<file path="src/rtl/hash_round_ctrl.sv">
// Round sequencer for an external mux-cell hash datapath: load, ROUNDS rounds, capture, handshake.
// Optional abort input in LOAD/ROUND is enabled by defining HASH_CTRL_ABORT_EN.
module hash_round_ctrl #(
  parameter int unsigned W      = 8,
  parameter int unsigned ROUNDS = 8
) (
  input  logic         clk,
  input  logic         clr,
`ifdef HASH_CTRL_ABORT_EN
  input  logic         abort,
`endif
  input  logic         in_valid,
  output logic         in_ready,
  input  logic [W-1:0] msg_in,
  output logic         dp_load,
  output logic [W-1:0] dp_d,
  output logic         dp_en,
  output logic         sel_a1,
  output logic         sel_b1,
  output logic         sel_a0,
  output logic         sel_b0,
  input  logic [W-1:0] dp_q,
  output logic         out_valid,
  input  logic         out_ready,
  output logic [W-1:0] hash_out,
  output logic [7:0]   round
);

  localparam logic [7:0] LastRound = 8'(ROUNDS - 1);

  typedef enum logic [1:0] {StIdle, StLoad, StRound, StDone} state_e;

  state_e         state_q, state_d;
  logic [7:0]     round_q, round_d;
  logic [W-1:0]   dp_d_q, dp_d_d;
  logic [W-1:0]   hash_q, hash_d;
  logic           captured_q, captured_d;
  logic           valid_q, valid_d;
  logic           abort_hit;

`ifdef HASH_CTRL_ABORT_EN
  assign abort_hit = abort;
`else
  assign abort_hit = 1'b0;
`endif

  always_comb begin
    state_d    = state_q;
    round_d    = round_q;
    dp_d_d     = dp_d_q;
    hash_d     = hash_q;
    captured_d = captured_q;
    valid_d    = valid_q;
    in_ready   = 1'b0;
    dp_load    = 1'b0;
    dp_en      = 1'b0;
    sel_a1     = 1'b0;
    sel_b1     = 1'b0;
    sel_a0     = 1'b0;
    sel_b0     = 1'b0;
    unique case (state_q)
      StIdle: begin
        in_ready   = 1'b1;
        round_d    = 8'd0;
        captured_d = 1'b0;
        valid_d    = 1'b0;
        if (in_valid) begin
          state_d = StLoad;
          dp_d_d  = msg_in;
        end
      end
      StLoad: begin
        dp_load = 1'b1;
        round_d = 8'd0;
        state_d = abort_hit ? StIdle : StRound;
      end
      StRound: begin
        dp_en  = 1'b1;
        // Cell select {s1,s0} = {a1|b1, a0&b0} walks round[1:0].
        sel_a1 = round_q[1];
        sel_a0 = round_q[0];
        sel_b0 = round_q[0];
        if (abort_hit) begin
          state_d = StIdle;
          round_d = 8'd0;
        end else if (round_q == LastRound) begin
          state_d = StDone;
          round_d = 8'd0;
        end else begin
          round_d = round_q + 8'd1;
        end
      end
      StDone: begin
        // Capture on the first DONE edge, raise out_valid on the next.
        if (!captured_q) begin
          hash_d     = dp_q;
          captured_d = 1'b1;
        end else if (!valid_q) begin
          valid_d = 1'b1;
        end else if (out_ready) begin
          state_d    = StIdle;
          valid_d    = 1'b0;
          captured_d = 1'b0;
        end
      end
      default: state_d = StIdle;
    endcase
  end

  always_ff @(posedge clk or posedge clr) begin
    if (clr) begin
      state_q    <= StIdle;
      round_q    <= 8'd0;
      dp_d_q     <= '0;
      hash_q     <= '0;
      captured_q <= 1'b0;
      valid_q    <= 1'b0;
    end else begin
      state_q    <= state_d;
      round_q    <= round_d;
      dp_d_q     <= dp_d_d;
      hash_q     <= hash_d;
      captured_q <= captured_d;
      valid_q    <= valid_d;
    end
  end

  assign round     = round_q;
  assign dp_d      = dp_d_q;
  assign hash_out  = hash_q;
  assign out_valid = valid_q;

endmodule
</file>
<file path="config.mk">
export PLATFORM = sky130hd
export DESIGN_NAME = hash_round_ctrl
export DESIGN_NICKNAME = d
export VERILOG_FILES = /design/src/rtl/hash_round_ctrl.sv
export SDC_FILE = /design/constraint.sdc
export NUM_CORES = 1
export LEC_CHECK = 0
export BUFFER_PORTS_ARGS = -buffer_cell sky130_fd_sc_hd__buf_2
export CAP_MARGIN = 20
export CORE_ASPECT_RATIO = 1.25
export CORE_UTILIZATION = 48
export CTS_CLUSTER_SIZE = 24
export DETAILED_ROUTE_END_ITERATION = 16
export GPL_TIMING_DRIVEN = 0
export PLACE_DENSITY = 0.79
export SYNTH_ARGS = -nofsm -noshare
export SYNTH_HDL_FRONTEND = slang
export SYNTH_SLANG_ARGS = --single-unit
</file>
<file path="constraint.sdc">
create_clock -name clk -period 1.8 [get_ports clk]
set_clock_uncertainty 0.15 [all_clocks]
set_input_delay 0.36 -clock clk [delete_from_list [all_inputs] [get_ports clk]]
set_output_delay 0.36 -clock clk [all_outputs]
set_load 0.005 [all_outputs]
</file>
==> Yosys cells after proc, flatten, opt, wreduce, memory -nomap -nowiden <==
Index checks and enable logic that the tools add are counted.
{ "word_totals": {"ramBits": 0, "input_bits": 20, "mem_bits_ro": 0, "n_memories": 0, "out_inout_bits": 32, "regBits": 28, "wordCells": 44, "latch_bits": 0} }
{ "classes": {"add_sub_neg": 1, "multipliers": 0, "n_mux": 19, "bitwise": 1, "reduce_logical": 8, "n_eq_ne": 9, "div_mod_pow": 0, "shifts": 0, "order_cmp": 0} }
{ "ops": {"columns": ["op", "count"], "rows": [
  ["case mux 8 bit (2 select lines)", 1],
  ["2-to-1 mux 2 bit", 5],
  ["!= test 2 bit, second input constant", 5],
  ["2-to-1 mux 1 bit", 9],
  ["adder 8 x 1 -> 8 bit, second input constant", 1],
  ["equality test 8 x 3 -> 1 bit, second input constant", 1],
  ["2-to-1 mux 8 bit", 1],
  ["case mux 2 bit (4 select lines)", 1],
  ["AND reduction 2 bit", 3],
  ["AND reduction 5 bit", 1],
  ["equality test 2 bit, second input constant", 2],
  ["case mux 1 bit (2 select lines)", 2],
  ["nonzero test 2 bit", 2],
  ["equality test 2 x 1 -> 1 bit, second input constant", 1],
  ["logical NOT 2 bit", 1],
  ["OR reduction 2 bit", 1],
  ["NOT 1 bit", 1]
]} }

==> Logic depth before layout (Yosys ltp) <==
Gate-level depths: netlist (run 1).
{ "logic_depth": {"word_depth": 4, "ltp_mapped": 6, "ltp_nobuf": 5} }

==> Worst setup path after synthesis (run 1) <==
OpenSTA, ideal clock, no wires.
{ "synth_timing": {"kind": "register -> output", "start": "register state_q[0]", "end": "output port sel_b0", "slack_ns": -0.015, "t_arrival_ns": 1.305, "path_buffers": 2, "stages_incl_launch_ff": 6, "cell_sequence": "dfrtp_1 -> inv_1 -> ha_1 -> clkbuf_1 -> and2_1 -> buf_4"} }
{ "synth_via": {"elab_chain_cells": 2} }
{ "synth_rtl": {"columns": ["element", "line_no", "source"], "rows": [
  ["start: declaration", "33", "state_e state_q, state_d;"],
  ["start signal: assignment", "112", "state_q <= StIdle;"],
  ["start signal: assignment", "119", "state_q <= state_d;"],
  ["equality test 2 bit", null, null],
  ["2-to-1 mux 1 bit", null, null],
  ["end: declaration", "21", "output logic sel_b0,"]
]} }
No other way between the ends.

==> Final worst setup path (run 1) <==
{ "layout_timing": {"start": "register round_q[3], in the netlist round[3]", "end": "register round_q[7], in the netlist round[7]"} }
{ "layout_via": {"elab_chain_cells": 3} }
{ "layout_rtl": {"columns": ["element", "line_no", "source"], "rows": [
  ["start: declaration", "34", "logic [7:0] round_q, round_d;"],
  ["start signal: assignment", "120", "round_q <= round_d;"],
  ["adder 8 x 1 -> 8 bit or equality test 8 x 3 -> 1 bit (tied branches)", "90, 86", null],
  ["2-to-1 mux 8 bit (*)", "86", "end else if (round_q == LastRound) begin"],
  ["case mux 8 bit (2 select lines) (*)", "61", "unique case (state_q)"]
]} }
Mark *: on every way between the ends. The rest lies on a longest branch, timed or not.
A chain may end at the register's enable or synchronous reset.

==> results of run 1 <==
-- stage by stage --
step	area, µm²	util (%)	instances
global route	1840	69.2	212
global placement	1630	61.5	199
floorplan	1340	-	115
detailed placement	1630	61.5	199
finish	1840	69.2	212
CTS	1750	66.0	207
-- final timing paths --
check / slack, ns / endpoint
max in group asynchronous: 0.79 / round[3]$_DFFE_PP0P_
setup / recovery: -0.04 / round[7]$_DFFE_PP0P_
setup reg to reg: -0.04 / round[7]$_DFFE_PP0P_
hold / removal: 0.11 / dp_d[2]$_DFFE_PP0P_
min in group asynchronous: 0.32 / hash_out[6]$_DFFE_PP0P_
hold reg to reg: 0.37 / dp_d[2]$_DFFE_PP0P_
-- report_power, final --
part | internal, W | leakage (nW) | total, W | switching (W)
Clock | 0.0000784 | 0.0138 | 0.000248 | 0.000169
Combinational | 0.000772 | 0.530 | 0.00142 | 0.000644
Sequential | 0.000868 | 0.348 | 0.00101 | 0.000144
Total | 0.00172 | 0.892 | 0.00268 | 0.000958
-- sequential cells by signal, summed over array words and instances, names as in the netlist --
| signal | flops |
|---|---|
| out_valid | 1 |
| hash_out | 8 |
| round | 8 |
| dp_d | 8 |
| captured_q | 1 |
| state_q | 2 |
-- cells by family after synthesis --
| logic type | share of synthesized area, % |
|---|---|
| adder cells (fa/ha/maj) | 4.67 |
| other | 0.280 |
| AND/OR/NAND/NOR | 13.1 |
| buffers and inverters | 3.36 |
| flip-flops | 52.3 |
| XOR/XNOR | 0.654 |
| AO/OA/AOI/OAI | 12.1 |
| multiplexers | 13.5 |
-- cell usage in the layout (no fill, tap or decap), drive strengths merged, types with 2 or more instances in the layout --
master / synthesis / layout
a211o: 2 / 2
buf: 2 / 63
inv: 6 / 5
ha: 5 / 5
a21oi: 3 / 3
and2: 3 / 3
dfrtp: 28 / 28
o211ai: 2 / 2
nor2b: 2 / 2
mux2: 16 / 16
clkbuf: 2 / 3
o21ai: 7 / 7
or3: 2 / 2
nor2: 2 / 2
nand2: 10 / 10
a22oi: 3 / 3
or4: 3 / 3
nand3: 6 / 6
-- layer usage --
metal	up-vias	part of all wire, %	global-route usage, %
met5	-	0	0
met4	0	1.4	11.3
met3	6	4.8	3.46
met2	45	52	37.2
met1	540	41	23.7
li1	540	-	-
-- area by class of cell --
cell class | instances | area [µm²] | area share (%)
inverters | 6 | 26.3 | 1.43
repair buffers | 61 | 362 | 19.7
multi-input cells | 77 | 652 | 35.5
clock buffers | 3 | 22.5 | 1.23
well taps | 34 | 42.5 | 2.32
plain buffers | 3 | 30.0 | 1.63
flip-flops and latches | 28 | 702 | 38.2
-- what timing repair did --
action | CTS | global route
gates resized for setup | 16 | 9
pin swaps | 3 | 7
hold buffers | 0 | 1
endpoints found under the hold margin | 0 | 3
setup endpoints to repair | 12 | 18
buffers inserted | 5 | 4
==> impl_metrics.py, run 1 <==
metrics = {
    "placed_design": {
        "hpwl_um": 2020,
        "place.gp.congestion": 0.851,
        "io_buffers": 50,
        "pre_cts_slack_ns": -0.0899,
    },
    "setup_path": {
        "required_ns": 1.85,
        "crit_type": "flip-flop to flip-flop",
        "max_stage_delay_ns": 0.60,
        "path_cells": "or4_4 > o31ai_4 > a22oi_1",
        "worst-path-buf-inv": 0,
        "worst_ep_arrival_time_ns": 1.89,
        "crit_slowest_cell": "or4_4",
        "cp-start-kind": "flip-flop",
        "rr_worst_depth": 3,
        "cp-startpoint": "round[3]$_DFFE_PP0P_",
        "critical_path.top_delay_family": "simple AND/OR/NAND/NOR gates",
        "cp.depth": 3,
        "cp_max_fo": 7,
        "endpoint_kind": "flip-flop",
        "rr_startpoint": "round[3]$_DFFE_PP0P_",
    },
    "sta": {
        "rsz0062_at_grt": "true",
        "setup-violations-final": 5,
        "tns_ns": -0.0967,
        "layout_setup_ws_ns": -0.0354,
        "post-route-period-util_pct": 102,
        "slew_viol_final": 0,
        "fin_crit_ns": 1.84,
        "hold_slack_ns": 0.110,
        "finalHoldViolCount": 0,
        "max_freq_ghz": 0.545,
    },
    "synthesis": {
        "synth.distinct_cells": 31,
        "synth_fp_nets": 140,
        "synthTopCellsByArea": "dfrtp_1 (52%), mux2_2 (13%), ha_1 (4.7%), nand2_1 (2.8%), o21ai_0 (2.6%)",
        "syn_inst": 115,
        "yosys.area.top_type_share_pct": 52.3,
        "synth_largest_area_cell": "dfrtp_1",
        "async_flop_share_pct": 100,
        "synth.cell_area_mm2": 0.00134,
        "avgSynthCellArea_um2": 11.6,
        "yosysMostFrequentCell": "dfrtp_1",
        "synthTopCellsByCount": "dfrtp_1 (28), mux2_2 (16), nand2_1 (10)",
        "synth_ff_type": "dfrtp_1",
        "synth_edf_count": 0,
        "synth-seq-cells": 28,
        "yosys_warnings": 0,
        "ys_seq_area_share_pct": 52.3,
    },
    "routing": {
        "antenna_left": 0,
        "drt-initial-drc-count": 21,
        "post_drt_wl_per_cell_um": 13.9,
        "vias": 1131,
        "drc": 0,
        "wirelength_um": 2950,
        "drt_pre_antenna_iters": 4,
        "vias_per_cell": 5.33,
    },
    "clock_network": {
        "h-tree-depth": 1,
        "clkLatencyLatePin_ns": 0.32,
        "clockRootBuffer": "clkbuf_4",
        "cts_tree": "built",
        "clk_pin_slew_ns": 0.14,
        "cts_buffers": 3,
        "clock-sinks": 28,
        "clockBufferDepth": 2,
    },
    "cells_and_area": {
        "fillers": 204,
        "drive_gt1_share_pct": 53.9,
        "syn_to_final_growth_pct": 37.2,
        "fin_nets": 205,
        "diodes": 0,
    },
    "global_route": {
        "grt_max_degree": 29,
        "antenna_found_initial": 0,
        "grt_pass1_vias": 1092,
        "grt_overflow": 0,
        "grt_pass1_wl_um": 4710,
        "grtUsageTotal_pct": 20.6,
    },
    "floorplanning": {
        "design.die.area_mm2": 0.00301,
        "start_util_pct": 50.4,
        "rows": 21,
        "core_mm2": 0.00265,
        "die_w_um": 49.2,
        "die_y_um": 61.0,
        "ios": 52,
    },
    "power_and_ir_drop": {
        "p_leak_nw": 0.892,
        "power.total_w": 0.00268,
        "peakVddDrop_mv": 0.852,
        "p_per_area_mw_per_mm2": 1460,
    },
    "worst_hold_path": {
        "holdPathStages": 2,
        "hold_class": "input port to flip-flop",
        "holdCritStartpoint": "msg_in[2]",
    },
    "flow_run": {
        "cap_violations": 0,
    },
    "run_status": {
        "status": "complete, but fails checks",
        "violations": "setup timing",
    },
}
Note: power is estimated with default switching activity, not from simulation.
==> run 2, diff against run 1 <==
--- a/config.mk
+++ b/config.mk
@@ -16,3 +16,4 @@
 export SYNTH_ARGS = -nofsm -noshare
 export SYNTH_HDL_FRONTEND = slang
 export SYNTH_SLANG_ARGS = --single-unit
+export TNS_END_PERCENT = 30
==> impl_metrics.py, run 2 (synthesis gave the netlist of run 1 again) <==
metrics = {
    "floorplanning": {
        "die_w_um": 49.2,
        "design.die.area_mm2": 0.00301,
        "core_mm2": 0.00265,
        "start_util_pct": 50.4,
        "ios": 52,
        "rows": 21,
        "die_y_um": 61.0,
    },
    "routing": {
        "drt_pre_antenna_iters": 4,
        "wirelength_um": 2900,
        "drt-initial-drc-count": 23,
        "vias": 1121,
        "drc": 0,
        "antenna_left": 0,
        "vias_per_cell": 5.36,
        "post_drt_wl_per_cell_um": 13.9,
    },
    "sta": {
        "tns_ns": -0.0210,
        "post-route-period-util_pct": 101,
        "setup-violations-final": 1,
        "fin_crit_ns": 1.82,
        "layout_setup_ws_ns": -0.0210,
        "finalHoldViolCount": 0,
        "rsz0062_at_grt": "true",
        "slew_viol_final": 0,
        "max_freq_ghz": 0.549,
    },
    "placed_design": {
        "hpwl_um": 2020,
        "pre_cts_slack_ns": -0.0899,
        "place.gp.congestion": 0.851,
        "placed_cell_area_mm2": 0.00163,
        "io_buffers": 50,
        "dp_cells": 199,
    },
    "setup_path": {
        "rr_worst_depth": 5,
        "r2r_end": "round[7]$_DFFE_PP0P_",
        "cp-start-kind": "flip-flop",
        "cp_max_fo": 4,
        "crit_type": "flip-flop to primary output",
        "required_ns": 1.29,
        "rr_startpoint": "state_q[1]$_DFFE_PP0P_",
        "regToRegSetupSlack_ns": 0,
        "endpoint_kind": "primary output",
        "endpoint": "sel_b0",
        "cp-startpoint": "state_q[0]$_DFFE_PP0P_",
        "worst_ep_arrival_time_ns": 1.31,
    },
    "power_and_ir_drop": {
        "peakVddDrop_mv": 0.841,
        "p_leak_nw": 0.878,
        "p_per_area_mw_per_mm2": 1440,
    },
    "global_route": {
        "grt.busiest_layer": "met2",
        "grt_max_degree": 29,
        "grt_overflow": 0,
        "met3_usage_pct": 3.46,
        "grt_pass1_vias": 1092,
        "met2_usage_pct": 37.2,
        "antenna_found_initial": 0,
        "met1_usage_pct": 23.7,
        "grtUsageTotal_pct": 20.6,
        "grt_pass1_wl_um": 4710,
    },
    "flow_run": {
        "cap_violations": 0,
    },
    "clock_network": {
        "clkLatencyLatePin_ns": 0.32,
        "clock-sinks": 28,
        "clockRootBuffer": "clkbuf_4",
        "clk_pin_slew_ns": 0.14,
        "h-tree-depth": 1,
        "cts_buffers": 3,
        "cts_tree": "built",
        "clockBufferDepth": 2,
    },
    "cells_and_area": {
        "final_core_util_pct": 67.5,
        "stdcell_count": 209,
        "final_area_mm2": 0.00179,
        "diodes": 0,
        "final_cell_mix": "buf_2 (49), dfrtp_1 (27), mux2_2 (16), nand2_1 (10), buf_4 (8)",
        "drive_gt1_share_pct": 52.0,
        "syn_to_final_growth_pct": 33.7,
        "final_common_cell": "buf_2",
        "fin_nets": 202,
        "fillers": 217,
    },
    "worst_hold_path": {
        "hold_class": "input port to flip-flop",
    },
    "run_status": {
        "status": "complete, but fails checks",
        "violations": "setup timing",
    },
}
run 2: cell types whose count changed in the layout (fill, tap and decap cells not counted), sizes merged:
| cell | before | now |
|---|---|---|
| buf | 63 | 60 |
| clkinvlp | 1 | 0 |
| inv | 5 | 6 |
run 2: layout make-up:
type | count | area [µm²] | area share [%]
multi-input combinational | 77 | 636 | 35.5
buffer | 3 | 26.3 | 1.47
tap | 34 | 42.5 | 2.38
timing repair buffer | 58 | 339 | 18.9
inverter | 6 | 22.5 | 1.26
clock buffer | 3 | 22.5 | 1.26
sequential | 28 | 702 | 39.2
run 2: what timing repair did:
item	CTS	global route
hold buffers	0	1
gates resized for setup	16	3
hold endpoints to repair	0	3
gates cloned	0	0
buffers inserted	5	1
pin swaps	3	2
endpoints found under the setup margin	12	18
run 2: through the flow:
stage | power (W) | hold slack (ns)
6_report | 0.00257 | 0.112
4_1_cts | 0.00257 | 0.0999
2_1_floorplan | 0.00172 | 0.275
5_1_grt | 0.00280 | 0.0863
3_5_place_dp | 0.00212 | 0.340
3_3_place_gp | 0.00208 | 0.338
run 2: worst min path at each step:
stage,start,end,cells past startpoint
finish,msg_in[2],dp_d[2]$_DFFE_PP0P_,2
detailed placement,dp_d[4]$_DFFE_PP0P_,dp_d[4]$_DFFE_PP0P_,1
global route,msg_in[4],dp_d[4]$_DFFE_PP0P_,2
global placement,dp_d[0]$_DFFE_PP0P_,dp_d[0]$_DFFE_PP0P_,1
floorplan,clr,captured_q$_DFFE_PP0P_,1
CTS,msg_in[1],dp_d[1]$_DFFE_PP0P_,2
run 2: critical path, cell delays in order (launching register included):
cell and delay (ns):
dfrtp_1 0.40, inv_2 0.06, ha_4 0.17, and2_4 0.16, buf_6 0.11, buf_6 0.10
run 2: report_power, final:
part           switching, W  internal (W)
logic              0.000602      0.000712
clock network      0.000168     0.0000784
registers          0.000143      0.000868
total              0.000913       0.00166
run 2: routing by layer:
layer | up-vias | part of all wire, %
met2 | 45 | 52
met3 | 6 | 5.0
met4 | 0 | 1.4
met1 | 537 | 41
li1 | 533 | -
met5 | - | 0
==> run 3, diff against run 2 <==
--- a/config.mk
+++ b/config.mk
@@ -13,6 +13,7 @@
 export DETAILED_ROUTE_END_ITERATION = 16
 export GPL_TIMING_DRIVEN = 0
 export PLACE_DENSITY = 0.79
+export SETUP_SLACK_MARGIN = 0.05
 export SYNTH_ARGS = -nofsm -noshare
 export SYNTH_HDL_FRONTEND = slang
 export SYNTH_SLANG_ARGS = --single-unit
==> impl_metrics.py, run 3 (synthesis gave the netlist of run 1 again) <==
metrics = {
    "setup_path": {
        "rr_worst_depth": 5,
        "max_stage_delay_ns": 0.40,
        "worst_ep_arrival_time_ns": 1.42,
        "required_ns": 1.29,
        "crit_slowest_cell": "dfrtp_1",
        "path_common_cell": "buf_6",
        "cp-start-kind": "flip-flop",
        "endpoint_kind": "primary output",
        "crit_type": "flip-flop to primary output",
        "path_cells": "inv_2 > ha_4 > buf_8 > and2_4 > buf_6 > buf_6",
        "cp_max_fo": 3,
    },
    "floorplanning": {
        "core_mm2": 0.00265,
        "die_y_um": 61.0,
        "die_w_um": 49.2,
        "start_util_pct": 50.4,
        "rows": 21,
        "design.die.area_mm2": 0.00301,
        "ios": 52,
    },
    "global_route": {
        "grt_overflow": 0,
        "antenna_found_initial": 0,
        "grt_pass1_vias": 1092,
        "grtUsageTotal_pct": 20.6,
        "grt_max_degree": 29,
        "grt_pass1_wl_um": 4710,
    },
    "power_and_ir_drop": {
        "peakVddDrop_mv": 0.868,
        "p_leak_nw": 0.889,
        "p_per_area_mw_per_mm2": 1450,
    },
    "placed_design": {
        "hpwl_um": 2020,
        "place.gp.congestion": 0.851,
        "io_buffers": 50,
        "placed_cell_area_mm2": 0.00163,
        "pre_cts_slack_ns": -0.0899,
    },
    "sta": {
        "max_freq_ghz": 0.519,
        "slew_viol_final": 0,
        "setup-violations-final": 3,
        "rsz0062_at_grt": "true",
        "finalHoldViolCount": 0,
        "tns_ns": -0.177,
        "fin_crit_ns": 1.93,
        "layout_setup_ws_ns": -0.125,
        "post-route-period-util_pct": 107,
    },
    "clock_network": {
        "cts_tree": "built",
        "clockRootBuffer": "clkbuf_4",
        "h-tree-depth": 1,
        "clock-sinks": 28,
        "clockBufferDepth": 2,
        "cts_buffers": 3,
        "clk_pin_slew_ns": 0.14,
        "clkLatencyLatePin_ns": 0.32,
    },
    "cells_and_area": {
        "final_common_cell": "buf_2",
        "fin_nets": 203,
        "multi_input_area_um2": 648,
        "final_core_util_pct": 68.9,
        "drive_gt1_share_pct": 53.4,
        "fillers": 207,
        "final_area_mm2": 0.00183,
        "final_cell_mix": "buf_2 (48), dfrtp_1 (27), mux2_2 (16), nand2_1 (10)",
        "diodes": 0,
        "regArea_um2": 702,
        "syn_to_final_growth_pct": 36.5,
    },
    "routing": {
        "drt-initial-drc-count": 38,
        "vias": 1117,
        "wirelength_um": 2950,
        "post_drt_wl_per_cell_um": 14.0,
        "drc": 0,
        "vias_per_cell": 5.32,
        "antenna_left": 0,
        "drt_pre_antenna_iters": 4,
    },
    "worst_hold_path": {
        "hold_class": "input port to flip-flop",
        "holdPathStages": 2,
    },
    "flow_run": {
        "cap_violations": 0,
    },
    "run_status": {
        "status": "complete, but fails checks",
        "violations": "setup timing",
    },
}
[run 3: repair_timing]
item / 4_1_cts / 5_1_grt
gates resized for setup: 17 / 8
setup endpoints to repair: 19 / 15
hold buffers: 0 / 1
hold endpoints to repair: 0 / 3
buffers inserted: 5 / 1
pin swaps: 3 / 2
[run 3: power breakdown]
| part | total [W] | leakage, nW | switching, W | internal (W) |
|---|---|---|---|---|
| clock | 0.000250 | 0.0138 | 0.000171 | 0.0000784 |
| sequential | 0.00101 | 0.348 | 0.000145 | 0.000868 |
| combinational | 0.00139 | 0.527 | 0.000628 | 0.000759 |
[run 3: layout make-up]
| class | count | area share (%) |
|---|---|---|
| buffer | 4 | 2.46 |
| clock buffer | 3 | 1.23 |
| inverter | 6 | 1.23 |
| multi-input combinational | 77 | 35.5 |
| sequential | 28 | 38.4 |
| tap | 34 | 2.33 |
| timing repair buffer | 58 | 18.9 |
[run 3: final timing paths]
kind,from,endpoint,slack (ns)
setup / recovery,state_q[0]$_DFFE_PP0P_,sel_b0,-0.13
hold / removal,msg_in[2],dp_d[2]$_DFFE_PP0P_,0.11
setup reg to reg,state_q[1]$_DFFE_PP0P_,round[7]$_DFFE_PP0P_,0
hold reg to reg,dp_d[2]$_DFFE_PP0P_,dp_d[2]$_DFFE_PP0P_,0.37
max in group asynchronous,clr,round[3]$_DFFE_PP0P_,0.79
min in group asynchronous,clr,hash_out[6]$_DFFE_PP0P_,0.33
[run 3: worst max-delay path, delay by kind of cell (launching register included)]
| family | cells | cell delay, ns |
|---|---|---|
| buffers and inverters | 4 | 0.39 |
| AND/OR/NAND/NOR | 1 | 0.15 |
| adder cells (fa/ha/maj) | 1 | 0.16 |
| flip-flops | 1 | 0.40 |
[run 3: per-stage QoR]
stage	hold WS (ns)	std cells	power [W]
2_1_floorplan	0.275	115	0.00172
4_1_cts	0.0999	207	0.00258
3_5_place_dp	0.340	199	0.00212
5_1_grt	0.0863	210	0.00287
6_report	0.108	210	0.00265
3_3_place_gp	0.338	199	0.00208
[run 3: per-layer routing]
| metal | vias to the layer above | wire [µm] | track usage (%) |
|---|---|---|---|
| li1 | 536 | - | - |
| met1 | 533 | 1210 | 23.7 |
| met2 | 42 | 1560 | 37.2 |
| met3 | 6 | 135 | 3.46 |
| met4 | 0 | 41 | 11.3 |
| met5 | - | 0 | 0 |
